==> src/rtl/accel_sort_blk.sv <==
// Decrypt-and-sort block: assembles IN_W-bit beats into records, XORs each with a keystream
// word, insertion-sorts up to BLK records, then drains the sorted block as IN_W-bit beats.
module accel_sort_blk #(
  parameter int IN_W  = 64,
  parameter int REC_W = 128,
  parameter int KEY_W = 32,
  parameter int BLK   = 4,
  parameter int CNT_W = 3
) (
  input  logic             clk,
  input  logic             reset,
  input  logic [IN_W-1:0]  idata,
  input  logic             rdy,
  output logic             pop,
  input  logic [REC_W-1:0] key,
  input  logic             key_rdy,
  output logic             key_pull,
  output logic [IN_W-1:0]  odata,
  output logic             push,
  input  logic             not_full,
  input  logic             descend,
  input  logic             no_compare,
  input  logic             flush,
  output logic             busy,
  output logic [CNT_W-1:0] blk_cnt,
  output logic [1:0]       fsm_state
);

  localparam int BEATS = REC_W / IN_W;
  localparam int BW    = (BEATS > 1) ? $clog2(BEATS) : 1;

  // Handshakes: a beat moves on pop (rdy=1), key_pull (key_rdy=1) or push (not_full=1);
  // each strobe is combinational from registered state and is never raised without its partner.
  typedef enum logic [1:0] {ST_ASM = 2'd0, ST_KEY = 2'd1, ST_INS = 2'd2, ST_DRAIN = 2'd3} state_t;

  state_t           state, state_nxt;
  logic [BW-1:0]    beat_cnt, obeat;
  logic [REC_W-1:0] asm_q, rec_q;
  logic [REC_W-1:0] slot     [BLK];
  logic [REC_W-1:0] slot_ins [BLK];
  logic [REC_W-1:0] slot_dn  [BLK];
  logic [CNT_W-1:0] cnt_q, ins_pos;
  logic [REC_W-1:0] out_sh;
  logic             beat_last, obeat_last, flush_go;

  assign beat_last  = (beat_cnt == BW'(BEATS - 1));
  assign obeat_last = (obeat == BW'(BEATS - 1));
  // flush only starts a drain on a record boundary with something held
  assign flush_go   = (state == ST_ASM) && (beat_cnt == '0) && (cnt_q != '0) && flush;

  always_ff @(posedge clk or negedge reset) begin
    if (!reset) state <= ST_ASM;
    else        state <= state_nxt;
  end

  always_comb begin
    state_nxt = state;
    case (state)
      ST_ASM:   if (flush_go) state_nxt = ST_DRAIN;
                else if (pop && beat_last) state_nxt = ST_KEY;
      ST_KEY:   if (key_rdy) state_nxt = ST_INS;
      ST_INS:   if ((cnt_q + CNT_W'(1) == CNT_W'(BLK)) || flush) state_nxt = ST_DRAIN;
                else state_nxt = ST_ASM;
      ST_DRAIN: if (push && obeat_last && (cnt_q == CNT_W'(1))) state_nxt = ST_ASM;
      default:  state_nxt = ST_ASM;
    endcase
  end

  always_comb begin
    out_sh   = slot[0] << (int'(obeat) * IN_W);
    pop      = (state == ST_ASM) && rdy && !flush_go;
    key_pull = (state == ST_KEY) && key_rdy;
    push     = (state == ST_DRAIN) && not_full;
    odata    = (state == ST_DRAIN) ? out_sh[REC_W-1 -: IN_W] : '0;
    busy     = (cnt_q != '0) || (state != ST_ASM) || (beat_cnt != '0);
    blk_cnt  = cnt_q;
    fsm_state = state;
  end

  // Position = count of held entries that precede or tie the new record (stable on ties).
  always_comb begin
    ins_pos = cnt_q;
    if (!no_compare) begin
      ins_pos = '0;
      for (int i = 0; i < BLK; i++) begin
        if (CNT_W'(i) < cnt_q) begin
          if (descend ? (slot[i][REC_W-1 -: KEY_W] >= rec_q[REC_W-1 -: KEY_W])
                      : (slot[i][REC_W-1 -: KEY_W] <= rec_q[REC_W-1 -: KEY_W]))
            ins_pos = ins_pos + CNT_W'(1);
        end
      end
    end
  end

  always_comb begin
    for (int i = 0; i < BLK; i++) begin
      if (CNT_W'(i) < ins_pos)       slot_ins[i] = slot[i];
      else if (CNT_W'(i) == ins_pos) slot_ins[i] = rec_q;
      else                           slot_ins[i] = slot[(i > 0) ? i - 1 : 0];
      slot_dn[i] = (i < BLK - 1) ? slot[(i < BLK - 1) ? i + 1 : i] : '0;
    end
  end

  always_ff @(posedge clk or negedge reset) begin
    if (!reset) begin
      beat_cnt <= '0;
      obeat    <= '0;
      asm_q    <= '0;
      rec_q    <= '0;
      cnt_q    <= '0;
      for (int i = 0; i < BLK; i++) slot[i] <= '0;
    end else begin
      case (state)
        ST_ASM: if (pop) begin
          asm_q    <= (asm_q << IN_W) | REC_W'(idata);
          beat_cnt <= beat_last ? '0 : beat_cnt + BW'(1);
        end
        ST_KEY: if (key_rdy) rec_q <= asm_q ^ key;
        ST_INS: begin
          slot  <= slot_ins;
          cnt_q <= cnt_q + CNT_W'(1);
        end
        ST_DRAIN: if (push) begin
          if (obeat_last) begin
            obeat <= '0;
            slot  <= slot_dn;
            cnt_q <= cnt_q - CNT_W'(1);
          end else begin
            obeat <= obeat + BW'(1);
          end
        end
        default: ;
      endcase
    end
  end

endmodule

==> config.mk <==
export PLATFORM = sky130hd
export DESIGN_NAME = accel_sort_blk
export DESIGN_NICKNAME = d
export VERILOG_FILES = /design/src/rtl/accel_sort_blk.sv
export SDC_FILE = /design/constraint.sdc
export NUM_CORES = 2
export LEC_CHECK = 0
export BUFFER_PORTS_ARGS = -buffer_cell sky130_fd_sc_hd__buf_2
export CORE_MARGIN = 5
export CORE_UTILIZATION = 45
export CTS_BUF_LIST = sky130_fd_sc_hd__clkbuf_8
export DETAILED_ROUTE_END_ITERATION = 8
export PLACE_DENSITY = 0.67
export SETUP_SLACK_MARGIN = 0.5
export SLEW_MARGIN = 20
export SYNTH_ARGS = -nofsm -noshare
export SYNTH_HDL_FRONTEND = slang
export SYNTH_SLANG_ARGS = --single-unit
==> constraint.sdc <==
create_clock -name clk -period 5.25 [get_ports clk]
set_input_delay 0.525 -clock clk [delete_from_list [all_inputs] [get_ports clk]]
set_output_delay 0.525 -clock clk [all_outputs]
set_load 0.05 [all_outputs]
==> results.tsv <==
stage	metric	value	unit
status	run status	complete, but fails checks	
status	violated checks	negative setup slack	
timing	setup_tns	-293830	ps
detailed_routing	via count	38300	
timing	Tcrit/Tclk final	113	%
worst_setup_path	CP Launch Point	rec_q[97]	
grt	antenna violations before repair	6	
timing	final setup margin	-671	ps
die	Rows	112	
clock_tree	Sink Count	775	
detailed_routing	drt via density	5.90	
place	Post-DP HPWL	79600	um
place	# port buffers	272	
cells_and_area	filler cell count	7414	
clock_tree	Reg clk slew, reported paths	60	ps
detailed_routing	Initial DRT Pass Iterations	8	
synth	top-count cell post-synth	dfrtp_1	
timing	final hold violation count	0	
timing	Peak Freq	169	MHz
hold_path	Hold Crit Class	in -> reg	
worst_setup_path	worst stage delay on the critical path	380	ps
power	pwr dens	855	nW/um^2
clock_tree	root buf cell	clkbuf_8	
timing	Setup violations, final	512	
grt	largest net degree at the start of global routing	138	
die	Die Y	317	um
die	I/O pin count	273	
detailed_routing	Antenna Nets Post-Route	0	
timing	hold slack	59.1	ps
die	Starting Density	45.4	%
die	die extent in x	317	um
synth	Seq/Total Area, Yosys	45.7	%
power	Leak	26.3	nW
synth	Synth top cells by count	dfrtp_1 (775), nand2_1 (682), nor2_1 (464), mux2i_1 (448), clkbuf_1 (238)	
detailed_routing	starting DRC count in detailed routing	3714	
clock_tree	H-tree depth	4	
timing	Final Skew	49.9	ps
timing	Slew Limit Fails	0	
timing	slew margin rel.	30.0	%
job	Max-Cap Viols	0	
synth	mapped cell area	42400	um^2
grt	GRT Total Usage	26.1	%
detailed_routing	Routed wire per std cell	22.8	um
synth	EDFF count, synth	0	
timing	Worst-Margin Slew	1050	ps
grt	final global-route overflow total	0	
synth	syn_nets	4762	
timing	minimum clock period	5920	ps
place	Place WS	-670	ps
clock_tree	Clock Latency Late Sink	840	ps
synth	top cell type's share of synthesized area	45.7	%
synth	warnings from Yosys	0	
cells_and_area	Area Growth Syn to Fin	34.8	%
synth	asr flop ratio synth	100	%
synth	post-synth cell types	66	
power	VDD IR max	0.000667	V
place	Final GP Congestion	0.874	
worst_setup_path	critical path peak fanout	8	
cells_and_area	share of layout cells above drive strength 1	27.2	%
die	core area	93500	um^2
detailed_routing	Total Routed Length	148000	um
synth	cells after synthesis	4426	
clock_tree	CTS tree	done	
worst_setup_path	R2R Path Start	rec_q[97]	
synth	Yosys reg bits	775	
grt	vias in the first global route	36900	
worst_setup_path	Worst setup SP type	register	
clock_tree	cts bufs inserted	143	
clock_tree	Longest Clk Path Bufs	3	
worst_setup_path	cell mode on critical path	o21a_1	
worst_setup_path	Worst path slowest cell	dfrtp_1	
grt	first-pass GRT wire length	209000	um
worst_setup_path	Worst Setup Path Type	reg -> reg	
hold_path	critical hold path startpoint	key[42]	
detailed_routing	# DRC	0	
synth	Mean Syn Cell Area	9.59	um^2
cells_and_area	final net count	5453	
synth	area leader, netlist	dfrtp_1	
worst_setup_path	CP Data Required Time	5940	ps
worst_setup_path	Crit. End Element	register	
synth	Synth Flop Type	dfrtp_1	
worst_setup_path	WP data arrival	6610	ps
die	die area	101000	um^2
timing	unrepaired setup endpoints after global routing	yes	
synth	Area contributors post-synth	dfrtp_1 (46%), mux2i_1 (11%), nand2_1 (6.0%)	
-- routing by layer --
layer	GRT usage (%)	up-vias	routed length [um]
met4	9.31	4	5850
met2	41.4	1754	67900
met5	0	-	23
met1	36.4	19000	62900
li1	-	17200	-
met3	4.60	370	11500
-- state kept, by name (all words and copies together), names as in the netlist --
register / count
asm_q: 128
rec_q: 128
slot: 512
blk_cnt: 3
obeat: 1
fsm_state: 2
beat_cnt: 1
-- worst max-delay path, delay by kind of cell (launching register included) --
family          cells  cell delay, ps
simple gates        4             410
fa+ha+maj           4            1060
flops               1             380
mux                 1             260
compound gates     16            2700
buf+inv             7             950
-- worst paths after layout --
| kind | to | depth (start not counted) | slack (ps) |
|---|---|---|---|
| worst min register to register | asm_q[81] | 2 | 490 |
| worst min-delay path | rec_q[42] | 3 | 60 |
| min in group asynchronous | slot[471] | 2 | 340 |
| max in group asynchronous | slot[195] | 3 | 3560 |
| worst max-delay path | slot[150] | 32 | -670 |
| worst max register to register | slot[150] | 32 | -670 |
-- power by group --
| group | leakage (nW) | internal, W | total, W | switching [W] |
|---|---|---|---|---|
| logic | 14.8 | 0.0145 | 0.0313 | 0.0168 |
| clock network | 1.74 | 0.00348 | 0.00624 | 0.00276 |
| registers | 9.69 | 0.00882 | 0.0114 | 0.00253 |
| total | 26.3 | 0.0268 | 0.0489 | 0.0221 |
-- final cells by class --
class                      instances  area, um^2  share of cell area (%)
sequential                       775       19400                    33.9
clock buffer                     189        2600                    4.55
inverter                         173         652                    1.14
timing repair buffer             902        9520                    16.6
tap                             1254        1570                    2.74
antenna                            4        10.0                  0.0175
multi-input combinational       3122       23000                    40.1
clock inverter                    71         485                   0.849
-- logic make-up (layout without fill, tap and decap cells) --
kind of cell	Yosys count	count (layout)	synth area share, %
adders and majority gates	136	136	4.01
AOI/OAI and AO/OA	903	904	16.4
muxes	450	450	10.6
other	0	4	0
xor gates and xnor gates	133	133	2.76
DFF	775	775	45.7
and+or+nand+nor	1498	1499	15.0
buffers and inverters	531	1335	5.53
-- per-stage QoR --
stage / instances / power, W / util [%] / instance area, um^2
global placement: 5900 / 0.0335 / 50.2 / 47000
CTS: 6377 / 0.0428 / 56.8 / 53100
finish: 6490 / 0.0489 / 61.2 / 57200
detailed placement: 5900 / 0.0341 / 50.2 / 47000
floorplan: 4426 / 0.0267 / - / 42700
global route: 6488 / 0.0514 / 61.2 / 57200
-- cell usage in the layout, fill, tap and decap left out, drive strengths merged, types with 3 or more instances in the layout --
cell	count
a211oi	3
a21boi	6
a21o	12
a21oi	175
a221oi	131
a22o	129
a31oi	3
and2	4
and3	5
buf	689
bufinv	5
clkbuf	239
clkinv	20
clkinvlp	4
dfrtp	775
diode	4
dlygate4sd3	163
ha	136
inv	215
mux2i	448
nand2	682
nand2b	4
nand3	143
nand4	160
nor2	464
nor2b	9
nor3	9
nor4	6
o211ai	5
o21a	8
o21ai	279
o311ai	132
o31a	3
o31ai	3
or3	6
xnor2	99
xor2	34
-- repair_timing --
item,4_1_cts,5_1_grt
setup buffers,28,42
gates resized for setup,121,528
pin swaps,13,173
cloned,26,66
endpoints found under the hold margin,247,0
endpoints found under the setup margin,512,512
hold buffers,163,0
No activity file was read; power rests on OpenSTA's default activity.
